`src/rtl/axi_lite_pkg.sv`:
```
// Shared definitions for the Avalon-MM to AXI4-Lite bridge:
// FSM state encoding, AXI response codes and the default PROT value.
package axi_lite_pkg;

    typedef enum logic [2:0] {
        StIdle,
        StWr,
        StWrB,
        StRdA,
        StRdD,
        StAck
    } state_e;

    localparam logic [1:0] RespOkay   = 2'b00;
    localparam logic [1:0] RespExokay = 2'b01;
    localparam logic [1:0] RespSlverr = 2'b10;
    localparam logic [1:0] RespDecerr = 2'b11;

    localparam logic [2:0] ProtDefault = 3'b000;

endpackage

```
`src/rtl/axi_lite_bridge_master_if.sv`:
```
// AXI4-Lite channel bundle with master and slave views.
interface axi_lite_bridge_master_if #(
    parameter int unsigned AddrWidth = 32,
    parameter int unsigned DataWidth = 32
);
    logic [AddrWidth-1:0]   awaddr;
    logic [2:0]             awprot;
    logic                   awvalid;
    logic                   awready;
    logic [DataWidth-1:0]   wdata;
    logic [DataWidth/8-1:0] wstrb;
    logic                   wvalid;
    logic                   wready;
    logic [1:0]             bresp;
    logic                   bvalid;
    logic                   bready;
    logic [AddrWidth-1:0]   araddr;
    logic [2:0]             arprot;
    logic                   arvalid;
    logic                   arready;
    logic [DataWidth-1:0]   rdata;
    logic [1:0]             rresp;
    logic                   rvalid;
    logic                   rready;

    modport master (
        output awaddr, awprot, awvalid, input awready,
        output wdata, wstrb, wvalid, input wready,
        input bresp, bvalid, output bready,
        output araddr, arprot, arvalid, input arready,
        input rdata, rresp, rvalid, output rready
    );

    modport slave (
        input awaddr, awprot, awvalid, output awready,
        input wdata, wstrb, wvalid, output wready,
        output bresp, bvalid, input bready,
        input araddr, arprot, arvalid, output arready,
        output rdata, rresp, rvalid, input rready
    );

endinterface

```
`src/rtl/axi_lite_err_counter.sv`:
```
// Sticky error flag plus saturating error counter; clear beats a same-cycle increment.
module axi_lite_err_counter #(
    parameter int unsigned CntWidth = 8
) (
    input  logic                clk,
    input  logic                rst,
    input  logic                err_inc,
    input  logic                err_clr,
    output logic                err_sticky,
    output logic [CntWidth-1:0] err_count
);

    always_ff @(posedge clk) begin
        if (rst || err_clr) begin
            err_sticky <= 1'b0;
            err_count  <= '0;
        end else if (err_inc) begin
            err_sticky <= 1'b1;
            if (err_count != '1) begin
                err_count <= err_count + CntWidth'(1);
            end
        end
    end

endmodule

```
`src/rtl/axi_lite_bridge_master.sv`:
```
// Avalon-MM slave to AXI4-Lite master bridge with one transaction outstanding.
// The command is captured on leaving IDLE and acknowledged for a single ACK cycle.
module axi_lite_bridge_master
    import axi_lite_pkg::*;
#(
    parameter int unsigned                   C_M_AXI_ADDR_WIDTH = 32,
    parameter int unsigned                   C_M_AXI_DATA_WIDTH = 32,
    parameter logic [C_M_AXI_ADDR_WIDTH-1:0] C_BASE_ADDR        = '0,
    parameter logic [C_M_AXI_DATA_WIDTH-1:0] C_ERR_DATA         =
        {(C_M_AXI_DATA_WIDTH / 32){32'hDEAD_BEEF}},
    parameter int unsigned                   C_ERR_CNT_WIDTH    = 8
) (
    input  logic                            M_AXI_ACLK,
    input  logic                            M_AXI_ARESET,
    input  logic                            avalonRead,
    input  logic                            avalonWrite,
    input  logic [C_M_AXI_ADDR_WIDTH-1:0]   avalonAddr,
    input  logic [C_M_AXI_DATA_WIDTH/8-1:0] avalonBE,
    input  logic [C_M_AXI_DATA_WIDTH-1:0]   avalonWriteData,
    output logic                            avalonWaitReq,
    output logic                            avalonReadValid,
    output logic [C_M_AXI_DATA_WIDTH-1:0]   avalonReadData,
    output logic [1:0]                      avalonResp,
    output logic                            errSticky,
    output logic [C_ERR_CNT_WIDTH-1:0]      errCount,
    input  logic                            errClear,
    axi_lite_bridge_master_if.master        m_axi
);

    localparam int unsigned StrbWidth = C_M_AXI_DATA_WIDTH / 8;
    localparam int unsigned LsbBits   = $clog2(StrbWidth);

    state_e                        state_q;
    logic [C_M_AXI_ADDR_WIDTH-1:0] addr_q;
    logic [C_M_AXI_ADDR_WIDTH-1:0] addr_aligned;
    logic [C_M_AXI_DATA_WIDTH-1:0] wdata_q;
    logic [C_M_AXI_DATA_WIDTH-1:0] rdata_q;
    logic [StrbWidth-1:0]          wstrb_q;
    logic                          awvalid_q, wvalid_q, bready_q, arvalid_q, rready_q;
    logic                          waitreq_q, readvalid_q;
    logic [1:0]                    resp_q;
    logic                          aw_done, w_done;
    logic                          err_inc;

    always_comb begin
        // Offset wraps at the address width; sub-word address bits are dropped.
        addr_aligned = avalonAddr + C_BASE_ADDR;
        addr_aligned[LsbBits-1:0] = '0;
        aw_done = !awvalid_q || m_axi.awready;
        w_done  = !wvalid_q || m_axi.wready;
        err_inc = (state_q == StAck) && (resp_q != RespOkay);
    end

    always_ff @(posedge M_AXI_ACLK) begin
        if (M_AXI_ARESET) begin
            state_q     <= StIdle;
            addr_q      <= '0;
            wdata_q     <= '0;
            wstrb_q     <= '0;
            rdata_q     <= '0;
            resp_q      <= '0;
            awvalid_q   <= 1'b0;
            wvalid_q    <= 1'b0;
            bready_q    <= 1'b0;
            arvalid_q   <= 1'b0;
            rready_q    <= 1'b0;
            waitreq_q   <= 1'b1;
            readvalid_q <= 1'b0;
        end else begin
            waitreq_q   <= 1'b1;
            readvalid_q <= 1'b0;
            unique case (state_q)
                StIdle: begin
                    if (avalonWrite || avalonRead) begin
                        addr_q  <= addr_aligned;
                        wstrb_q <= avalonBE;
                        wdata_q <= avalonWriteData;
                    end
                    if (avalonWrite) begin
                        awvalid_q <= 1'b1;
                        wvalid_q  <= 1'b1;
                        state_q   <= StWr;
                    end else if (avalonRead) begin
                        arvalid_q <= 1'b1;
                        state_q   <= StRdA;
                    end
                end
                StWr: begin
                    if (awvalid_q && m_axi.awready) awvalid_q <= 1'b0;
                    if (wvalid_q && m_axi.wready) wvalid_q <= 1'b0;
                    if (aw_done && w_done) begin
                        bready_q <= 1'b1;
                        state_q  <= StWrB;
                    end
                end
                StWrB: begin
                    if (m_axi.bvalid) begin
                        resp_q    <= m_axi.bresp;
                        bready_q  <= 1'b0;
                        waitreq_q <= 1'b0;
                        state_q   <= StAck;
                    end
                end
                StRdA: begin
                    if (m_axi.arready) begin
                        arvalid_q <= 1'b0;
                        rready_q  <= 1'b1;
                        state_q   <= StRdD;
                    end
                end
                StRdD: begin
                    if (m_axi.rvalid) begin
                        resp_q      <= m_axi.rresp;
                        rdata_q     <= (m_axi.rresp == RespOkay) ? m_axi.rdata : C_ERR_DATA;
                        rready_q    <= 1'b0;
                        waitreq_q   <= 1'b0;
                        readvalid_q <= 1'b1;
                        state_q     <= StAck;
                    end
                end
                StAck:   state_q <= StIdle;
                default: state_q <= StIdle;
            endcase
        end
    end

    axi_lite_err_counter #(
        .CntWidth (C_ERR_CNT_WIDTH)
    ) u_err_counter (
        .clk        (M_AXI_ACLK),
        .rst        (M_AXI_ARESET),
        .err_inc    (err_inc),
        .err_clr    (errClear),
        .err_sticky (errSticky),
        .err_count  (errCount)
    );

    assign m_axi.awaddr  = addr_q;
    assign m_axi.awprot  = ProtDefault;
    assign m_axi.awvalid = awvalid_q;
    assign m_axi.wdata   = wdata_q;
    assign m_axi.wstrb   = wstrb_q;
    assign m_axi.wvalid  = wvalid_q;
    assign m_axi.bready  = bready_q;
    assign m_axi.araddr  = addr_q;
    assign m_axi.arprot  = ProtDefault;
    assign m_axi.arvalid = arvalid_q;
    assign m_axi.rready  = rready_q;

    assign avalonWaitReq   = waitreq_q;
    assign avalonReadValid = readvalid_q;
    assign avalonReadData  = rdata_q;
    assign avalonResp      = resp_q;

endmodule

```
`src/flat_wrapper.sv`:
```
// flat-port wrapper written by rule: the top's interface ports become plain ports
module axi_lite_bridge_master_flat import axi_lite_pkg::*;
#(
    parameter int unsigned                   C_M_AXI_ADDR_WIDTH = 32,
    parameter int unsigned                   C_M_AXI_DATA_WIDTH = 32,
    parameter logic [C_M_AXI_ADDR_WIDTH-1:0] C_BASE_ADDR        = '0,
    parameter logic [C_M_AXI_DATA_WIDTH-1:0] C_ERR_DATA         =
        {(C_M_AXI_DATA_WIDTH / 32){32'hDEAD_BEEF}},
    parameter int unsigned                   C_ERR_CNT_WIDTH    = 8
)
  (M_AXI_ACLK, M_AXI_ARESET, avalonRead, avalonWrite, avalonAddr, avalonBE, avalonWriteData, avalonWaitReq, avalonReadValid, avalonReadData, avalonResp, errSticky, errCount, errClear, m_axi_awaddr, m_axi_awprot, m_axi_awvalid, m_axi_awready, m_axi_wdata, m_axi_wstrb, m_axi_wvalid, m_axi_wready, m_axi_bresp, m_axi_bvalid, m_axi_bready, m_axi_araddr, m_axi_arprot, m_axi_arvalid, m_axi_arready, m_axi_rdata, m_axi_rresp, m_axi_rvalid, m_axi_rready);
  axi_lite_bridge_master_if #(.AddrWidth(32), .DataWidth(32)) m_axi_i ();
  input  logic M_AXI_ACLK;
  input  logic M_AXI_ARESET;
  input  logic avalonRead;
  input  logic avalonWrite;
  input  logic [C_M_AXI_ADDR_WIDTH-1:0] avalonAddr;
  input  logic [C_M_AXI_DATA_WIDTH/8-1:0] avalonBE;
  input  logic [C_M_AXI_DATA_WIDTH-1:0] avalonWriteData;
  output logic avalonWaitReq;
  output logic avalonReadValid;
  output logic [C_M_AXI_DATA_WIDTH-1:0] avalonReadData;
  output logic [1:0] avalonResp;
  output logic errSticky;
  output logic [C_ERR_CNT_WIDTH-1:0] errCount;
  input  logic errClear;
  output wire logic [$bits(m_axi_i.awaddr)-1:0] m_axi_awaddr;
  output wire logic [$bits(m_axi_i.awprot)-1:0] m_axi_awprot;
  output wire logic [$bits(m_axi_i.awvalid)-1:0] m_axi_awvalid;
  input wire logic [$bits(m_axi_i.awready)-1:0] m_axi_awready;
  output wire logic [$bits(m_axi_i.wdata)-1:0] m_axi_wdata;
  output wire logic [$bits(m_axi_i.wstrb)-1:0] m_axi_wstrb;
  output wire logic [$bits(m_axi_i.wvalid)-1:0] m_axi_wvalid;
  input wire logic [$bits(m_axi_i.wready)-1:0] m_axi_wready;
  input wire logic [$bits(m_axi_i.bresp)-1:0] m_axi_bresp;
  input wire logic [$bits(m_axi_i.bvalid)-1:0] m_axi_bvalid;
  output wire logic [$bits(m_axi_i.bready)-1:0] m_axi_bready;
  output wire logic [$bits(m_axi_i.araddr)-1:0] m_axi_araddr;
  output wire logic [$bits(m_axi_i.arprot)-1:0] m_axi_arprot;
  output wire logic [$bits(m_axi_i.arvalid)-1:0] m_axi_arvalid;
  input wire logic [$bits(m_axi_i.arready)-1:0] m_axi_arready;
  input wire logic [$bits(m_axi_i.rdata)-1:0] m_axi_rdata;
  input wire logic [$bits(m_axi_i.rresp)-1:0] m_axi_rresp;
  input wire logic [$bits(m_axi_i.rvalid)-1:0] m_axi_rvalid;
  output wire logic [$bits(m_axi_i.rready)-1:0] m_axi_rready;
  assign m_axi_awaddr = m_axi_i.awaddr;
  assign m_axi_awprot = m_axi_i.awprot;
  assign m_axi_awvalid = m_axi_i.awvalid;
  assign m_axi_i.awready = m_axi_awready;
  assign m_axi_wdata = m_axi_i.wdata;
  assign m_axi_wstrb = m_axi_i.wstrb;
  assign m_axi_wvalid = m_axi_i.wvalid;
  assign m_axi_i.wready = m_axi_wready;
  assign m_axi_i.bresp = m_axi_bresp;
  assign m_axi_i.bvalid = m_axi_bvalid;
  assign m_axi_bready = m_axi_i.bready;
  assign m_axi_araddr = m_axi_i.araddr;
  assign m_axi_arprot = m_axi_i.arprot;
  assign m_axi_arvalid = m_axi_i.arvalid;
  assign m_axi_i.arready = m_axi_arready;
  assign m_axi_i.rdata = m_axi_rdata;
  assign m_axi_i.rresp = m_axi_rresp;
  assign m_axi_i.rvalid = m_axi_rvalid;
  assign m_axi_rready = m_axi_i.rready;
  axi_lite_bridge_master #(.C_M_AXI_ADDR_WIDTH(C_M_AXI_ADDR_WIDTH), .C_M_AXI_DATA_WIDTH(C_M_AXI_DATA_WIDTH), .C_BASE_ADDR(C_BASE_ADDR), .C_ERR_DATA(C_ERR_DATA), .C_ERR_CNT_WIDTH(C_ERR_CNT_WIDTH)) u_core (.M_AXI_ACLK(M_AXI_ACLK), .M_AXI_ARESET(M_AXI_ARESET), .avalonRead(avalonRead), .avalonWrite(avalonWrite), .avalonAddr(avalonAddr), .avalonBE(avalonBE), .avalonWriteData(avalonWriteData), .avalonWaitReq(avalonWaitReq), .avalonReadValid(avalonReadValid), .avalonReadData(avalonReadData), .avalonResp(avalonResp), .errSticky(errSticky), .errCount(errCount), .errClear(errClear), .m_axi(m_axi_i));
endmodule
```
`config.mk`:
```
export PLATFORM = sky130hd
export DESIGN_NAME = axi_lite_bridge_master_flat
export DESIGN_NICKNAME = d
export VERILOG_FILES = /design/src/rtl/axi_lite_pkg.sv /design/src/rtl/axi_lite_bridge_master_if.sv /design/src/rtl/axi_lite_err_counter.sv /design/src/rtl/axi_lite_bridge_master.sv /design/src/flat_wrapper.sv
export SDC_FILE = /design/constraint.sdc
export NUM_CORES = 1
export LEC_CHECK = 0
export CAP_MARGIN = 20
export CORE_MARGIN = 3
export CORE_UTILIZATION = 41
export DETAILED_ROUTE_END_ITERATION = 10
export PLACE_DENSITY = 0.91
export SLEW_MARGIN = 20
export SYNTH_ARGS = -nofsm -noshare
export SYNTH_HDL_FRONTEND = slang
export SYNTH_SLANG_ARGS = --single-unit
```
`constraint.sdc`:
```
create_clock -name M_AXI_ACLK -period 3.8 [get_ports M_AXI_ACLK]
set_clock_uncertainty 0.1 [all_clocks]
set_input_delay 0.76 -clock M_AXI_ACLK [delete_from_list [all_inputs] [get_ports M_AXI_ACLK]]
set_output_delay 0.76 -clock M_AXI_ACLK [all_outputs]
set_load 0.1 [all_outputs]
```
==> results.yml <==
cts:
  numClockSinks: 119
  clk_pin_slew_ns: 0.06
  cts_made_buffers: 17
  maximum_level_of_the_cts_h_tree: 4
  cts.repair_timing.setup_buffer_count: 0
  clock_insertion_delay_at_the_later_pin_of_the_skew_report_ns: 0.41
  cts_hold_repair.buffers: 0
  ctsResizeCount: 0
  cts_root_buf: "clkbuf_16"
  clk_path_buf_depth: 2
  cts_tree: "built"
grt:
  largest_net_degree_at_the_start_of_global_routing: 87
  global_route.overflow_total: 0
  grt_use_total_pct: 22.77
  grt_pass1_wl_um: 23410
  first_global_vias: 4627
  antenna_violations_before_repair: 0
timing:
  worst_slew_margin_rel_pct: 29.71
  rsz0062_at_grt: "false"
  period_minus_slack_ns: 2.871
  hold_vio_cnt_final: 0
  worstMarginPinSlew_ns: 1.051
  timing_max_transition_violations_final: 0
  timing.setup.tns_ns: 0
  timing.final.setup_violations: 0
  hold_ws_ns: 0.3498
  slack_of_the_critical_path_ns: 0.9290
  period_share_pct: 75.55
  achievable-frequency_ghz: 0.3483
power_and_ir_drop:
  power.internal_mw: 3.429
  vdd_drop_max_uv: 685.6
  power.net_switching_mw: 4.135
  p_leak_nw: 2.752
  power.switching_fraction_pct: 54.66
  share_clk_of_total_power_pct: 20.5
  combinationalPowerShare_pct: 56.4
  power-per-cell-area_mw_per_mm2: 986.0
  p_seq_share_pct: 23.0
synth:
  yosys_warnings: 0
  ys_ff_latch: 119
  yosys_most_used_dff: "dfxtp_1"
  synth_top_cells_by_count: "nand2_1 (148), dfxtp_1 (119), a21oi_1 (86)"
  synth_seq_area_share_pct: 50.12
  syn_area_per_cell_sq_um: 8.029
  yosys.area.top_type_share_pct: 50.12
  netlist_top_cells_area: "dfxtp_1 (50%), nand2_1 (12%), a21oi_1 (9.1%)"
  yosys.cell_count.top_type: "nand2_1"
  synth-async-reset-ratio_pct: 0
  cell_type_with_the_largest_total_area_after_synthesis: "dfxtp_1"
  number_of_enable_type_register_cells_in_the_synthesized_netlist: 0
  syn_area_sq_mm: 0.004753
  post_synth_num_cell_types: 43
  post_synth_inst_count: 592
worst_setup_path:
  end_kind: "output pin"
  critPathArrivalTime_ns: 2.01
  required_ns: 2.94
  crit_type: "register to output pin"
  slowest_stage: "clkdlybuf4s50_1"
  worstPathBufferInverterCount: 1
  worstPathMaxFanout: 6
  timing.critical_path.slowest_cell_delay_ns: 1.18
  cp_cell_sequence: "clkdlybuf4s50_1"
  critical-path-top-delay-family: "buffers and inverters"
  worstSetupStartpointType: "register"
floorplan:
  die_x_um: 113.7
  chipHeight_um: 113.7
  core.rowCount: 38
  boundaryPins: 270
  area_of_the_core_sq_mm: 0.01108
  dieArea_sq_mm: 0.01292
  start_util_pct: 42.91
place:
  portBuffers: 257
  preCtsSetupSlack_ns: 1.219
  place_inst: 921
  final_weighted_congestion_in_routability_driven_placement: 0.7582
  dp.final_hpwl_um: 10210
finish:
  final_layout_size_suffix_gt1_share_pct: 5.658
  area_grow_syn2layout_pct: 61.38
  final_cell_count_no_fill: 953
  filler_cell_count: 827
  num-nets-final: 915
  diodes: 0
drt:
  post_detailed_route_drc_marker_count: 0
  post_drt_via_cell_ratio: 5.115
  drt_first_iter_violations: 336
  firstDrtPassIters: 5
  route.vias.total: 4875
  final_wirelength_um: 15050
  route.antenna.remaining_nets: 0
  route.detailed.wl_per_inst_um: 15.79
worst_hold_path:
  hold_path_class: "register to register"
job:
  maxCapViolations: 0
run_status:
  outcome: "complete, no violations"
## metal layers
| layer | vias to the layer above | GRT usage (%) | part of all wire [%] |
|---|---|---|---|
| met5 | - | 0 | 0 |
| met4 | 0 | 7.692 | 1.7 |
| met3 | 25 | 11.25 | 11 |
| met2 | 237 | 39.18 | 50 |
| met1 | 2248 | 24.29 | 37 |
| li1 | 2365 | - | - |
## flip-flops by register name (all words and copies together) (netlist names)
signal                           count
u_core.avalonReadData               32
u_core.m_axi.wdata                  32
u_core.m_axi.araddr                 30
u_core.u_err_counter.err_count       8
u_core.m_axi.wstrb                   4
u_core.state_q                       3
u_core.avalonResp                    2
u_core.avalonReadValid               1
u_core.avalonWaitReq                 1
u_core.m_axi.arvalid                 1
u_core.m_axi.awvalid                 1
u_core.m_axi.bready                  1
u_core.m_axi.rready                  1
u_core.m_axi.wvalid                  1
u_core.u_err_counter.err_sticky      1
## kinds of logic (layout without fill, tap and decap cells)
| logic type | after synthesis | count (layout) | share of synthesized area [%] |
|---|---|---|---|
| and+or+nand+nor | 271 | 271 | 24.93 |
| DFF | 119 | 119 | 50.12 |
| AOI/OAI and AO/OA | 112 | 112 | 13.50 |
| buffers and inverters | 87 | 299 | 10.90 |
| adders and majority gates | 1 | 1 | 0.2632 |
| other | 1 | 10 | 0.07889 |
| muxes | 1 | 1 | 0.2106 |
## through the flow
step	total power, mW	area (sq um)	util [%]
finish	7.564	7671	69.25
global route	7.836	7671	69.25
detailed placement	6.033	7093	64.03
CTS	7.611	7671	69.25
global placement	5.983	7093	64.03
floorplan	5.167	4787	-
## cells in the final DEF (no fill, tap or decap), types with 3 or more instances in the layout
cell type,Yosys,routed
a311oi_1,3,3
buf_4,40,6
nor2_1,35,35
clkinv_2,0,3
conb_1,1,10
nand3_1,13,13
a31oi_1,3,3
clkinvlp_4,0,4
clkbuf_16,0,17
nand3b_1,3,3
dfxtp_1,119,119
or4_1,4,4
nor3_1,53,53
inv_1,5,5
a21oi_1,86,86
clkdlybuf4s50_1,0,255
inv_6,0,3
nand2_1,148,148
## layout make-up
class                   count  area, sq um  area share, %
clock buffers              18        429.2          5.595
well taps                 140        175.2          2.283
multi-input cells         395         1899          24.76
repair buffers            262         2618          34.12
flip-flops and latches    119         2382          31.06
clock inverters            14        148.9          1.941
inverters                   5        18.77         0.2447
## power groups by stage
stage / combinational [mW] / clock, mW / sequential [mW]
after CTS: 4.29 / 1.58 / 1.74
after global routing: 4.42 / 1.63 / 1.78
final: 4.27 / 1.55 / 1.74
after floorplan: 1.58 / 0 / 3.59
after global placement: 4.24 / 0 / 1.75
after detailed placement: 4.27 / 0 / 1.77
## path summary, 6_finish.rpt
| path | from | endpoint | slack, ns | cells after the start |
|---|---|---|---|---|
| max | u_core.u_err_counter.err_count[6]$_SDFFE_PP0P_ | errCount[6] | 0.93 | 1 |
| min | u_core.avalonReadData[20]$_SDFFE_PP0P_ | u_core.avalonReadData[20]$_SDFFE_PP0P_ | 0.35 | 2 |
| max reg2reg | u_core.state_q[0]$_SDFFE_PP0P_ | u_core.m_axi.wdata[1]$_SDFFE_PP0P_ | 1.65 | 5 |
| min reg2reg | u_core.avalonReadData[20]$_SDFFE_PP0P_ | u_core.avalonReadData[20]$_SDFFE_PP0P_ | 0.35 | 2 |
Note: power is estimated with default switching activity, not from simulation.
